**config.mk**
```make
export PLATFORM = sky130hd
export DESIGN_NAME = puf_vote_sequencer
export DESIGN_NICKNAME = d
export VERILOG_FILES = /design/src/rtl/puf_vote_sequencer.sv
export SDC_FILE = /design/constraint.sdc
export NUM_CORES = 1
export LEC_CHECK = 0
export BUFFER_PORTS_ARGS = -buffer_cell sky130_fd_sc_hd__buf_2
export CAP_MARGIN = 0
export CORE_MARGIN = 2
export CORE_UTILIZATION = 60
export DETAILED_ROUTE_END_ITERATION = 16
export PLACE_DENSITY_LB_ADDON = 0.2
export RECOVER_POWER = 50
export SETUP_SLACK_MARGIN = 0.1
export SLEW_MARGIN = 20
export SYNTH_ARGS = -nofsm -noshare
export SYNTH_HDL_FRONTEND = slang
export SYNTH_SLANG_ARGS = --single-unit
```
**constraint.sdc**
```tcl
create_clock -name CLK -period 5.4 [get_ports CLK]
set_input_delay 1.08 -clock CLK [delete_from_list [all_inputs] [get_ports CLK]]
set_output_delay 1.08 -clock CLK [all_outputs]
set_load 0.005 [all_outputs]
```
**src/rtl/puf_vote_sequencer.sv**
```systemverilog
// puf_vote_sequencer: majority-vote trial sequencer for a ring-oscillator PUF.
// Define PUF_TIMEOUT_EN to enable the per-trial watchdog and sticky ERROR.
module puf_vote_sequencer #(
  parameter int CHAL_W         = 8,
  parameter int RESP_W         = 8,
  parameter int NUM_VOTES      = 5,
  parameter int TIMEOUT_CYCLES = 65535
) (
  input  logic              CLK,
  input  logic              RESET,
  input  logic              START,
  input  logic              SWEEP,
  input  logic [CHAL_W-1:0] CHALLENGE_IN,
  output logic [CHAL_W-1:0] PUF_CHALLENGE,
  output logic              PUF_START,
  input  logic              PUF_DONE,
  input  logic [RESP_W-1:0] PUF_RESPONSE,
  output logic [RESP_W-1:0] RESPONSE,
  output logic [CHAL_W-1:0] RESP_CHAL,
  output logic              RESP_VALID,
  output logic              STABLE,
  output logic              BUSY,
  output logic              SWEEP_DONE,
  output logic              ERROR
);

  localparam int CW = $clog2(NUM_VOTES + 1);
  localparam logic [CW-1:0] VOTES = CW'(NUM_VOTES);
  localparam logic [CW-1:0] HALF  = CW'(NUM_VOTES / 2);

  typedef enum logic [1:0] {
    S_IDLE,
    S_LAUNCH,
    S_WAIT,
    S_EMIT
  } state_t;

  state_t r_state;
  state_t w_state_nxt;

  logic [CHAL_W-1:0] r_chal;
  logic              r_mode;
  logic              r_armed;
  logic [CW-1:0]     r_trial;
  logic [CW-1:0]     r_ones [RESP_W];
  logic [RESP_W-1:0] r_response;
  logic [CHAL_W-1:0] r_resp_chal;
  logic              r_stable;
  logic              r_sweep_done;

  logic [CW-1:0]     w_ones_nxt [RESP_W];
  logic [RESP_W-1:0] w_vote;
  logic [RESP_W-1:0] w_bit_stable;
  logic [CW-1:0]     w_trial_nxt;
  logic              w_accept;
  logic              w_last;
  logic              w_all_ones;
  logic              w_timeout;

  for (genvar g = 0; g < RESP_W; g++) begin : g_bit
    assign w_ones_nxt[g]   = r_ones[g] + CW'(PUF_RESPONSE[g]);
    assign w_vote[g]       = w_ones_nxt[g] > HALF;
    assign w_bit_stable[g] = (w_ones_nxt[g] == '0) ||
                             (w_ones_nxt[g] == VOTES);
  end

  // A done level left over from the previous trial must drop before
  // it can be accepted again.
  assign w_accept    = (r_state == S_WAIT) && PUF_DONE && r_armed;
  assign w_trial_nxt = r_trial + CW'(1);
  assign w_last      = w_accept && (w_trial_nxt == VOTES);
  assign w_all_ones  = &r_chal;

`ifdef PUF_TIMEOUT_EN
  localparam int TW = $clog2(TIMEOUT_CYCLES + 1);

  logic [TW-1:0] r_wd;
  logic          r_error;

  assign w_timeout = (r_state == S_WAIT) && !w_accept &&
                     (r_wd == TW'(TIMEOUT_CYCLES - 1));

  always_ff @(posedge CLK) begin
    if (RESET) begin
      r_wd    <= '0;
      r_error <= 1'b0;
    end else begin
      if (r_state == S_LAUNCH) begin
        r_wd <= '0;
      end else if (r_state == S_WAIT) begin
        r_wd <= r_wd + TW'(1);
      end
      if (w_timeout) begin
        r_error <= 1'b1;
      end
    end
  end

  assign ERROR = r_error;
`else
  logic w_unused_tmo;

  assign w_unused_tmo = ^TIMEOUT_CYCLES;
  assign w_timeout    = 1'b0;
  assign ERROR        = 1'b0;
`endif

  always_ff @(posedge CLK) begin
    if (RESET) begin
      r_state <= S_IDLE;
    end else begin
      r_state <= w_state_nxt;
    end
  end

  always_comb begin
    w_state_nxt = r_state;
    case (r_state)
      S_IDLE: begin
        if (START) begin
          w_state_nxt = S_LAUNCH;
        end
      end
      S_LAUNCH: begin
        w_state_nxt = S_WAIT;
      end
      S_WAIT: begin
        if (w_accept) begin
          w_state_nxt = w_last ? S_EMIT : S_LAUNCH;
        end else if (w_timeout) begin
          w_state_nxt = S_IDLE;
        end
      end
      S_EMIT: begin
        if (!r_mode || w_all_ones) begin
          w_state_nxt = S_IDLE;
        end else begin
          w_state_nxt = S_LAUNCH;
        end
      end
      default: begin
        w_state_nxt = S_IDLE;
      end
    endcase
  end

  always_ff @(posedge CLK) begin
    if (RESET) begin
      r_chal       <= '0;
      r_mode       <= 1'b0;
      r_armed      <= 1'b0;
      r_trial      <= '0;
      r_response   <= '0;
      r_resp_chal  <= '0;
      r_stable     <= 1'b0;
      r_sweep_done <= 1'b0;
      for (int i = 0; i < RESP_W; i++) begin
        r_ones[i] <= '0;
      end
    end else begin
      r_sweep_done <= 1'b0;
      case (r_state)
        S_IDLE: begin
          if (START) begin
            r_chal  <= CHALLENGE_IN;
            r_mode  <= SWEEP;
            r_trial <= '0;
            for (int i = 0; i < RESP_W; i++) begin
              r_ones[i] <= '0;
            end
          end
        end
        S_LAUNCH: begin
          r_armed <= 1'b0;
        end
        S_WAIT: begin
          if (!PUF_DONE) begin
            r_armed <= 1'b1;
          end
          if (w_accept) begin
            r_trial <= w_trial_nxt;
            for (int i = 0; i < RESP_W; i++) begin
              r_ones[i] <= w_ones_nxt[i];
            end
          end
          // Results are registered on the final accept so they are
          // already valid while RESP_VALID is high in EMIT.
          if (w_last) begin
            r_response  <= w_vote;
            r_stable    <= &w_bit_stable;
            r_resp_chal <= r_chal;
          end
        end
        S_EMIT: begin
          if (r_mode && w_all_ones) begin
            r_sweep_done <= 1'b1;
          end else if (r_mode) begin
            r_chal  <= r_chal + CHAL_W'(1);
            r_trial <= '0;
            for (int i = 0; i < RESP_W; i++) begin
              r_ones[i] <= '0;
            end
          end
        end
        default: begin
          r_armed <= 1'b0;
        end
      endcase
    end
  end

  assign PUF_CHALLENGE = r_chal;
  assign PUF_START     = (r_state == S_LAUNCH);
  assign RESP_VALID    = (r_state == S_EMIT);
  assign BUSY          = (r_state != S_IDLE);
  assign RESPONSE      = r_response;
  assign RESP_CHAL     = r_resp_chal;
  assign STABLE        = r_stable;
  assign SWEEP_DONE    = r_sweep_done;

endmodule
```
==> results of run 1 <==
## cell usage in the layout, fill, tap and decap left out, drive strengths merged, types with 2 or more instances in the layout
cell / count
xnor2: 9
nand4: 3
dfxtp: 45
a211oi: 3
clkbuf: 29
a22oi: 7
xor2: 8
mux2i: 8
buf: 35
o21ai: 16
a21o: 2
nor3: 7
o21a: 2
a21oi: 24
and3: 9
a311oi: 7
nor2: 43
a31oi: 3
and2: 3
nand2: 19
inv: 8
clkinv: 3
edfxtp: 12
nand3: 9
ha: 19
or3: 2
nor4: 2
nand3b: 4
nand2b: 3
## state kept, by name (all words and copies together), names as in the netlist
name and count:
r_ones 24, r_state 2, RESPONSE 8, r_mode 1, r_armed 1, r_trial 3
RESP_CHAL 8, PUF_CHALLENGE 8, SWEEP_DONE 1, STABLE 1
## cells by family (layout without fill, tap and decap cells)
group / count (synthesis) / in the layout / share of synthesized area
multiplexers: 8 / 8 / 0.0277
AO/OA/AOI/OAI: 70 / 70 / 0.166
other: 1 / 1 / 0.00130
buffers and inverters: 25 / 77 / 0.0477
AND/OR/NAND/NOR: 108 / 108 / 0.187
adder cells (fa/ha/maj): 19 / 19 / 0.0824
XOR/XNOR: 17 / 17 / 0.0516
flip-flops: 57 / 57 / 0.437
## metrics by stage
stage          area [µm²]  hold slack (ns)
3_5_place_dp         3120            0.474
6_report             3320            0.485
5_1_grt              3320            0.509
4_1_cts              3340            0.483
3_3_place_gp         3120            0.463
2_1_floorplan        2890            0.447
## critical path, stage by stage
cell,delay [ns]
clkbuf_1,1.20
inv_1,0.61
nand2_1,0.49
nor2_1,0.08
o21ai_0,0.16
a21oi_1,0.09
## power by group
part           leakage [nW]  total [W]  internal (W)  switching [W]
sequential            0.495   0.000463      0.000448      0.0000153
combinational         0.805  0.0000832     0.0000345      0.0000487
clock                 0.114   0.000436      0.000264       0.000171
## worst paths after layout
path | startpoint | endpoint | slack, ns | depth (start not counted)
hold / removal | STABLE$_SDFFE_PP0P_ | STABLE$_SDFFE_PP0P_ | 0.48 | 2
hold reg to reg | STABLE$_SDFFE_PP0P_ | STABLE$_SDFFE_PP0P_ | 0.48 | 2
setup / recovery | RESET | r_ones[1][11]$_SDFFE_PP0P_ | 1.90 | 6
setup reg to reg | r_state[1]$_SDFFE_PP0P_ | RESP_CHAL[2]$_SDFFE_PP0P_ | 2.99 | 5
## cell type report
| type | count | share of cell area |
|---|---|---|
| clock buffer | 12 | 0.0531 |
| sequential | 57 | 0.380 |
| clock inverter | 4 | 0.0143 |
| multi-input combinational | 223 | 0.448 |
| tap | 54 | 0.0203 |
| inverter | 9 | 0.0105 |
| timing repair buffer | 52 | 0.0742 |
## metal layers
| layer | track usage | vias to the layer above |
|---|---|---|
| met2 | 0.386 | 56 |
| met5 | 0 | - |
| met3 | 0.0508 | 15 |
| met1 | 0.321 | 1108 |
| met4 | 0.139 | 0 |
| li1 | - | 1190 |
==> impl_results.md, run 1 <==
* Worst Tran Pin Value at about 1.7 ns
* CP required at 5.62 ns
* Final WL at between 6000 and 7000 µm
* Post-Synthesis Cells at 305
* Fin crit share at 0.648
* Root buf cell: clkbuf_8
* Dpl hpwl at 4130 µm
* H-tree levels at 3
* CTS Buf Count at 9
* Vias in the first global route at 2211
* Setup_tns at 0 ns
* Endpoint class of the critical path: register
* Post-CTS sizing at 0
* DR top layer: met4
* Max-slew violations at 34
* Synth top area cells: dfxtp_1 31%, edfxtp_1 12%, ha_1 8.2%
* Final min period at 3.50 ns
* HP Class: reg2reg
* Cell count after placement at 395
* Clk sinks at 57
* Maximum clock rate at 286 MHz
* Largest net degree at the start of global routing at 34
* DR vias/cell at just under 6
* Cell Rows at 25
* # DRC at 0
* Flops & latches, synth at 57
* First DRT Iteration DRCs at 146
* Port Buffers at roughly 50
* Max Cap Viol at 1
* Setup slack after layout at approximately 1.9 ns
* Synth top area share at 0.312
* Final Non-Filler Cells at between 400 and 500
* Clock transition at the registers of the reported paths at around 0.060 ns
* Area grow syn2layout at 15.1%
* FF+latch area at between 0.001 and 0.0015 mm²
* Startpoint types: input pin
* Core area at 0.00469 mm²
* DR WL/cell at 14.7 µm
* Rel. slew slack at -0.142
* Clk_skew at 0.00548 ns
* Synth Flop Type: dfxtp_1
* Endpoints failing setup at 0
* Clock latency on the worst-skew pair at 0.34 ns
* First-pass GRT wire length at 10200 µm
* Area of the multi-input gates at roughly 0.0015 mm²
* Sequential area share after synthesis at 0.437
* Met2 WL at 2840 µm
* CTS tree: built
* GRT Util Overall at 0.248
* Proportion of layout cells with a drive suffix above 1 at 0.190
* Total power at 0.000982 W
* Post-synth ARST share at 0
* # fillers at about 380
* Hold-fix buffer count after cts at 0
* TritonRoute pass-1 iters at 4
* Initial antenna violation count at 0
* Post-synth net total at about 350
* WL met1 at 2760 µm
* Met3 WL at 264 µm
* Status: complete, but fails checks
* Lkg Pwr at 1.41 nW
* I/O pin count at 51
* Failing checks: capacitance limit, slew limit
* Post-CTS Setup Repair Bufs at 0
* Crit Path Max Fanout at 33
* Vias at around 2400
* Final antenna-violating net count at 0
* Critical path class: in2reg
* Distinct cell type count after synthesis at 51
* Die footprint at 0.00538 mm²
* Die width at between 70 and 80 µm
* RSZ-0062 raised after global routing: false
* Synth Cell Area at 0.00289 mm²
* Number of synthesized flops with an enable pin at 12
* Overflow after GRT at 0
* Dominant cell type by area after synthesis: dfxtp_1
* Most frequent cells after synthesis: 45 x dfxtp_1, 40 x nor2_1, 24 x a21oi_1
* VDD IR max at ~0.17 mV
* Clock Path Buffers at 2
* Crit path DAT at approximately 3.7 ns
* P per Cell Area at 296 mW/mm²
* Most frequent cell after synthesis: dfxtp_1
* Diode count at 0
* Pre-CTS setup slack at 2.43 ns
* Syn Area/Cell at 9.46 µm²
* Layout Utilization at 0.708
* Initial Utilization at 0.615
* Warnings from Yosys at 0
* Nets at 392
* Fin. Hold Viols at 0
* Die Y at ~73 µm
* Gpl congestion at 0.809
Power figures use the tool's default switching activity.
==> inputs of run 2 (changes only) <==
- CORE_UTILIZATION: 60 -> 50
- clock period: 5.4 -> 3 ns (I/O delays scaled with it)
==> impl_results.md, run 2 (synthesis results as in run 1) <==
* Max Cap Viol at 0 (-1)
* Die width at 80.0 µm (+9.0%)
* Lkg Pwr at 1.45 nW (+2.7%)
* First-pass GRT wire length at 10100 µm (-0.40%)
* FF+latch area at 0.00126 mm² (unchanged)
* R2R cell count at 6 (+1)
* Critical path class: in2reg
* Max FFs per register at 24 (unchanged)
* Min-delay src: r_ones[1][3]$_SDFFE_PP0P_
* Max-slew violations at 0 (-100%)
* Worst path bufs/invs at 2 (unchanged)
* Final WL at 6210 µm (+2.9%)
* CTS Buf Count at 9 (unchanged)
* Fin. Hold Viols at 0 (unchanged)
* Area grow syn2layout at 16.1%
* Final antenna-violating net count at 0 (unchanged)
* Vias in the first global route at 2193 (-0.81%)
* Clk sinks at 57 (unchanged)
* DR vias/cell at 5.39 (-6.5%)
* H-tree levels at 3 (unchanged)
* Clock latency on the worst-skew pair at 0.34 ns (about the same)
* Crit path DAT at 2.56 ns (-1.16 ns)
* Clk_skew at 0.00908 ns (+0.00360 ns)
* Maximum clock rate at between 400 and 500 MHz
* Worst Hold Path EP: r_ones[1][3]$_SDFFE_PP0P_
* Most frequent cells in the layout: 45 x dfxtp_1, 40 x nor2_1, 40 x buf_2
* TritonRoute pass-1 iters at 4 (unchanged)
* DR WL/cell at 14.3 µm (-2.3%)
* GRT Util Overall at 0.206 (-0.0423)
* Clock Path Buffers at 2 (unchanged)
* Status: finished, final reports clean
* Hold depth at 2 (unchanged)
* Clock transition at the registers of the reported paths at 0.06 ns (about the same)
* Proportion of layout cells with a drive suffix above 1 at 0.213 (+0.0228)
* Vias at 2333 (-1.5%)
* Initial Utilization at 0.521 (-0.0942)
* Layout Utilization at 0.605 (-0.103)
* # DRC at 0 (unchanged)
* R2R setup slack at 1.05 ns (-1.94 ns)
* Diode count at 0 (unchanged)
* Rel. slew slack at 0.245 (+0.387)
* Overflow after GRT at 0 (unchanged)
* HP Class: reg2reg
* Top cell family by delay on the critical path: buffers and inverters
* Crit-path cells: clkbuf_1 > inv_1 > and2_1 > a22oi_1 > nor2_1
* Largest net degree at the start of global routing at 22 (-35%)
* P per Cell Area at 499 mW/mm² (+69%)
* Largest register by flop count: r_ones
* Initial antenna violation count at 0 (unchanged)
* First DRT Iteration DRCs at 114 (-22%)
* # fillers at 504 (+32%)
* Worst Tran Pin Value at 1.13 ns (-0.580 ns)
* Dpl hpwl at 4360 µm (+5.7%)
* Final Non-Filler Cells at 433 (+5.4%)
* Area of the multi-input gates at 0.00149 mm² (unchanged)
* I/O pin count at 51 (unchanged)
* Hold-fix buffer count after cts at 0 (unchanged)
* Nets at 397 (+1.3%)
* Worst r2r dst: PUF_CHALLENGE[2]$_SDFFE_PP0P_
* Slowest stage cell on the critical path: clkbuf_1
* Die footprint at 0.00640 mm² (+19%)
* Crit. Startpoint: RESET
* Fin crit share at 0.780
* Endpoint class of the critical path: register
* Final min period at 2.34 ns
* Crit Path Max Fanout at 21 (-36%)
* RSZ-0062 raised after global routing: false
* Startpoint types: input pin
* CTS tree: built
* Die Y at 80.0 µm (+9.0%)
* Post-CTS Setup Repair Bufs at 0 (unchanged)
* Gpl congestion at 0.824 (+1.8%)
* Root buf cell: clkbuf_8
* Cell Rows at 27 (+8.0%)
* Worst reg2reg path startpoint: r_state[1]$_SDFFE_PP0P_
* VDD IR max at 0.280 mV (+63%)
* Endpoints failing setup at 0 (unchanged)
* Core area at 0.00554 mm² (+18%)
* Port Buffers at 49 (unchanged)
* Crit path largest cell delay at 0.81 ns (-0.39 ns)
* Cell count after placement at 418 (+5.8%)
* Setup_tns at 0 ns (unchanged)
* Post-CTS sizing at 0 (unchanged)
* CP required at 3.22 ns (-2.40 ns)
* Most common cell after layout, fill and taps aside: dfxtp_1
run 2: metal layers:
metal | up-vias | routed length [µm] | track usage
li1 | 1190 | - | -
met1 | 1080 | 2910 | 0.260
met2 | 57 | 2890 | 0.335
met3 | 6 | 308 | 0.0452
met4 | 0 | 98 | 0.0915
met5 | - | 0 | 0
run 2: worst min-delay path, cell delays in order, from the launching register on:
cell	delay, ns
dfxtp_1	0.31
inv_1	0.05
o21ai_0	0.07
run 2: where the power goes:
| group | internal (W) | switching, W |
|---|---|---|
| Combinational | 0.0000650 | 0.0000874 |
| Clock | 0.000388 | 0.000300 |
| Sequential | 0.000806 | 0.0000266 |
run 2: layout make-up:
class,count,area share
timing repair buffer,57,0.0855
inverter,9,0.0105
sequential,57,0.376
clock buffer,13,0.0538
tap,72,0.0269
multi-input combinational,223,0.444
clock inverter,2,0.00299
run 2: worst max-delay path by stage:
stage	cells past startpoint	end
2_1_floorplan	7	STABLE$_SDFFE_PP0P_
3_3_place_gp	8	STABLE$_SDFFE_PP0P_
3_5_place_dp	8	STABLE$_SDFFE_PP0P_
4_1_cts	3	RESP_VALID
5_1_grt	6	r_ones[1][11]$_SDFFE_PP0P_
6_report	5	r_ones[1][7]$_SDFFE_PP0P_
run 2: per-stage QoR:
step	instance area, µm²	power [W]	hold slack, ns	setup slack (ns)
floorplan	2890	0.000947	0.447	1.04
CTS	3370	0.00169	0.485	1.06
global placement	3180	0.00100	0.461	0.791
finish	3350	0.00167	0.481	0.659
global route	3350	0.00174	0.514	0.488
detailed placement	3180	0.00100	0.472	0.776
==> inputs of run 3 (changes only) <==
- CORE_UTILIZATION: 50 -> 56
- clock period: 3 -> 2.2 ns (I/O delays scaled with it)
==> impl_results.md, run 3 (synthesis results as in run 1) <==
* Crit-path cells: nand2_4 > clkinvlp_2 > nand2_2 > o21ai_1 > o21ai_0 > a31o_2
* CTS Buf Count at 9 (unchanged)
* GRT Util Overall at 0.231 (+0.0258)
* Final antenna-violating net count at 0 (unchanged)
* Die footprint at 0.00574 mm² (-10%)
* Core area at 0.00504 mm² (-9.0%)
* Slowest stage cell on the critical path: dfxtp_1
* Clk sinks at 57 (unchanged)
* Root buf cell: clkbuf_8
* Proportion of layout cells with a drive suffix above 1 at 0.190 (-0.0232)
* Setup_tns at 0 ns (unchanged)
* # DRC at 0 (unchanged)
* Fin crit share at 0.862
* Clock Power Share at 0.386 (-0.025)
* Gpl congestion at 0.823 (about the same)
* Layout Utilization at 0.661 (+0.0563)
* Post-CTS sizing at 0 (unchanged)
* Area grow syn2layout at 15.5%
* H-tree levels at 3 (unchanged)
* Startpoint types: register
* Max FFs per register at 24 (unchanged)
* CP required at 2.42 ns (-0.80 ns)
* Overflow after GRT at 0 (unchanged)
* Sw Share at 0.245 (-0.00210)
* Met1 GRT Util at 0.306 (+0.0453)
* R2R setup slack at 0.30 ns (-0.75 ns)
* Post-CTS Setup Repair Bufs at 0 (unchanged)
* RSZ-0062 raised after global routing: false
* Vias in the first global route at 2127 (-3.0%)
* Crit path largest cell delay at 0.52 ns (-0.29 ns)
* Final min period at 1.90 ns
* Vias at 2395 (+2.7%)
* DR vias/cell at 5.53 (+2.7%)
* Final WL at 6080 µm (-2.2%)
* Endpoints failing setup at 0 (unchanged)
* Fin. Hold Viols at 0 (unchanged)
* Sequential power share at 0.517 (+0.019)
* Initial antenna violation count at 0 (unchanged)
* Power share of the combinational group at 0.097 (+0.006)
* DR WL/cell at 14.0 µm (-2.2%)
* Initial Utilization at 0.572 (+0.0515)
* Clock Path Buffers at 2 (unchanged)
* Hold-fix buffer count after cts at 0 (unchanged)
* Most frequent cells in the layout: 45 x dfxtp_1, 40 x nor2_1, 30 x buf_2
* Grt met2 use at 0.368 (+0.0328)
* Most common cell after layout, fill and taps aside: dfxtp_1
* Cell Rows at 26 (-3.7%)
* Nets at 399 (+0.50%)
* First DRT Iteration DRCs at 119 (+4.4%)
* Lkg Pwr at 1.40 nW (-3.3%)
* Total power at 0.00220 W (+31%)
* Dpl hpwl at 4240 µm (-2.7%)
* Die width at 75.8 µm (-5.2%)
* Worst Tran Pin Value at 0.530 ns (-0.602 ns)
* Clk_skew at 0.00904 ns (-0.0000421 ns)
* Largest net degree at the start of global routing at 19 (-14%)
* Rel. slew slack at 0.646 (+0.402)
* Endpoint class of the critical path: register
* Max Cap Viol at 0 (unchanged)
* Critical path class: reg2reg
* Status: finished, final reports clean
* GR met3 Demand/Resource at 0.0397 (-0.00557)
* HP Class: in2reg
* Port Buffers at 49 (unchanged)
* Clock latency on the worst-skew pair at 0.34 ns (about the same)
* Diode count at 0 (unchanged)
* Crit path DAT at 2.12 ns (-0.44 ns)
* Largest register by flop count: r_ones
* First-pass GRT wire length at 9800 µm (-3.1%)
* Crit Path Max Fanout at 10 (-52%)
* NetSw at 0.000539 W (+30%)
* Max-slew violations at 0 (unchanged)
* Die Y at 75.8 µm (-5.2%)
* Maximum clock rate at around 530 MHz
* CTS tree: built
* TritonRoute pass-1 iters at 4 (unchanged)
* VDD IR max at 0.403 mV (+44%)
* Internal at 0.00166 W (+32%)
* Clock transition at the registers of the reported paths at 0.06 ns (about the same)
* I/O pin count at 51 (unchanged)
* Top Usage Layer GRT: met2
* P per Cell Area at 659 mW/mm² (+32%)
[run 3: power by group through the flow]
stage	sequential (W)	clock [W]	combinational, W
2_1_floorplan	0.00114	0	0.000146
3_3_place_gp	0.00116	0	0.000209
3_5_place_dp	0.00116	0	0.000213
4_1_cts	0.00113	0.000860	0.000214
5_1_grt	0.00114	0.000912	0.000237
6_report	0.00114	0.000848	0.000212
[run 3: final cells by class]
type,count,area [µm²]
Tap cell,70,87.6
Fill cell,433,1710
Multi-Input combinational cell,223,1490
Timing Repair Buffer,59,295
Inverter,9,35.0
Sequential cell,57,1260
Clock buffer,15,166
[run 3: worst paths after layout]
path | start | to | cells past startpoint
max | r_state[1]$_SDFFE_PP0P_ | PUF_CHALLENGE[2]$_SDFFE_PP0P_ | 6
min | SWEEP | r_mode$_SDFFE_PP0P_ | 3
max reg2reg | r_state[1]$_SDFFE_PP0P_ | PUF_CHALLENGE[2]$_SDFFE_PP0P_ | 6
min reg2reg | r_ones[1][3]$_SDFFE_PP0P_ | r_ones[1][3]$_SDFFE_PP0P_ | 2
[run 3: metrics by stage]
stage	hold WS, ns	setup WS [ns]	cell area [µm²]	cells
6_report	0.361	0.304	3330	433
5_1_grt	0.367	0.156	3330	433
4_1_cts	0.356	0.299	3360	433
3_5_place_dp	0.472	0.107	3190	418
3_3_place_gp	0.461	0.156	3190	418
2_1_floorplan	0.447	0.296	2890	305
[run 3: routing by layer]
layer	up-vias	part of all wire
met5	-	0
met4	0	0.014
met3	13	0.052
met2	64	0.47
met1	1116	0.46
li1	1202	-
[run 3: worst max-delay path: cells and delay by family, from the launching register on]
kind,cells,cell delay [ns]
AO/OA/AOI/OAI,3,0.84
buffers and inverters,1,0.21
flip-flops,1,0.52
AND/OR/NAND/NOR,2,0.21
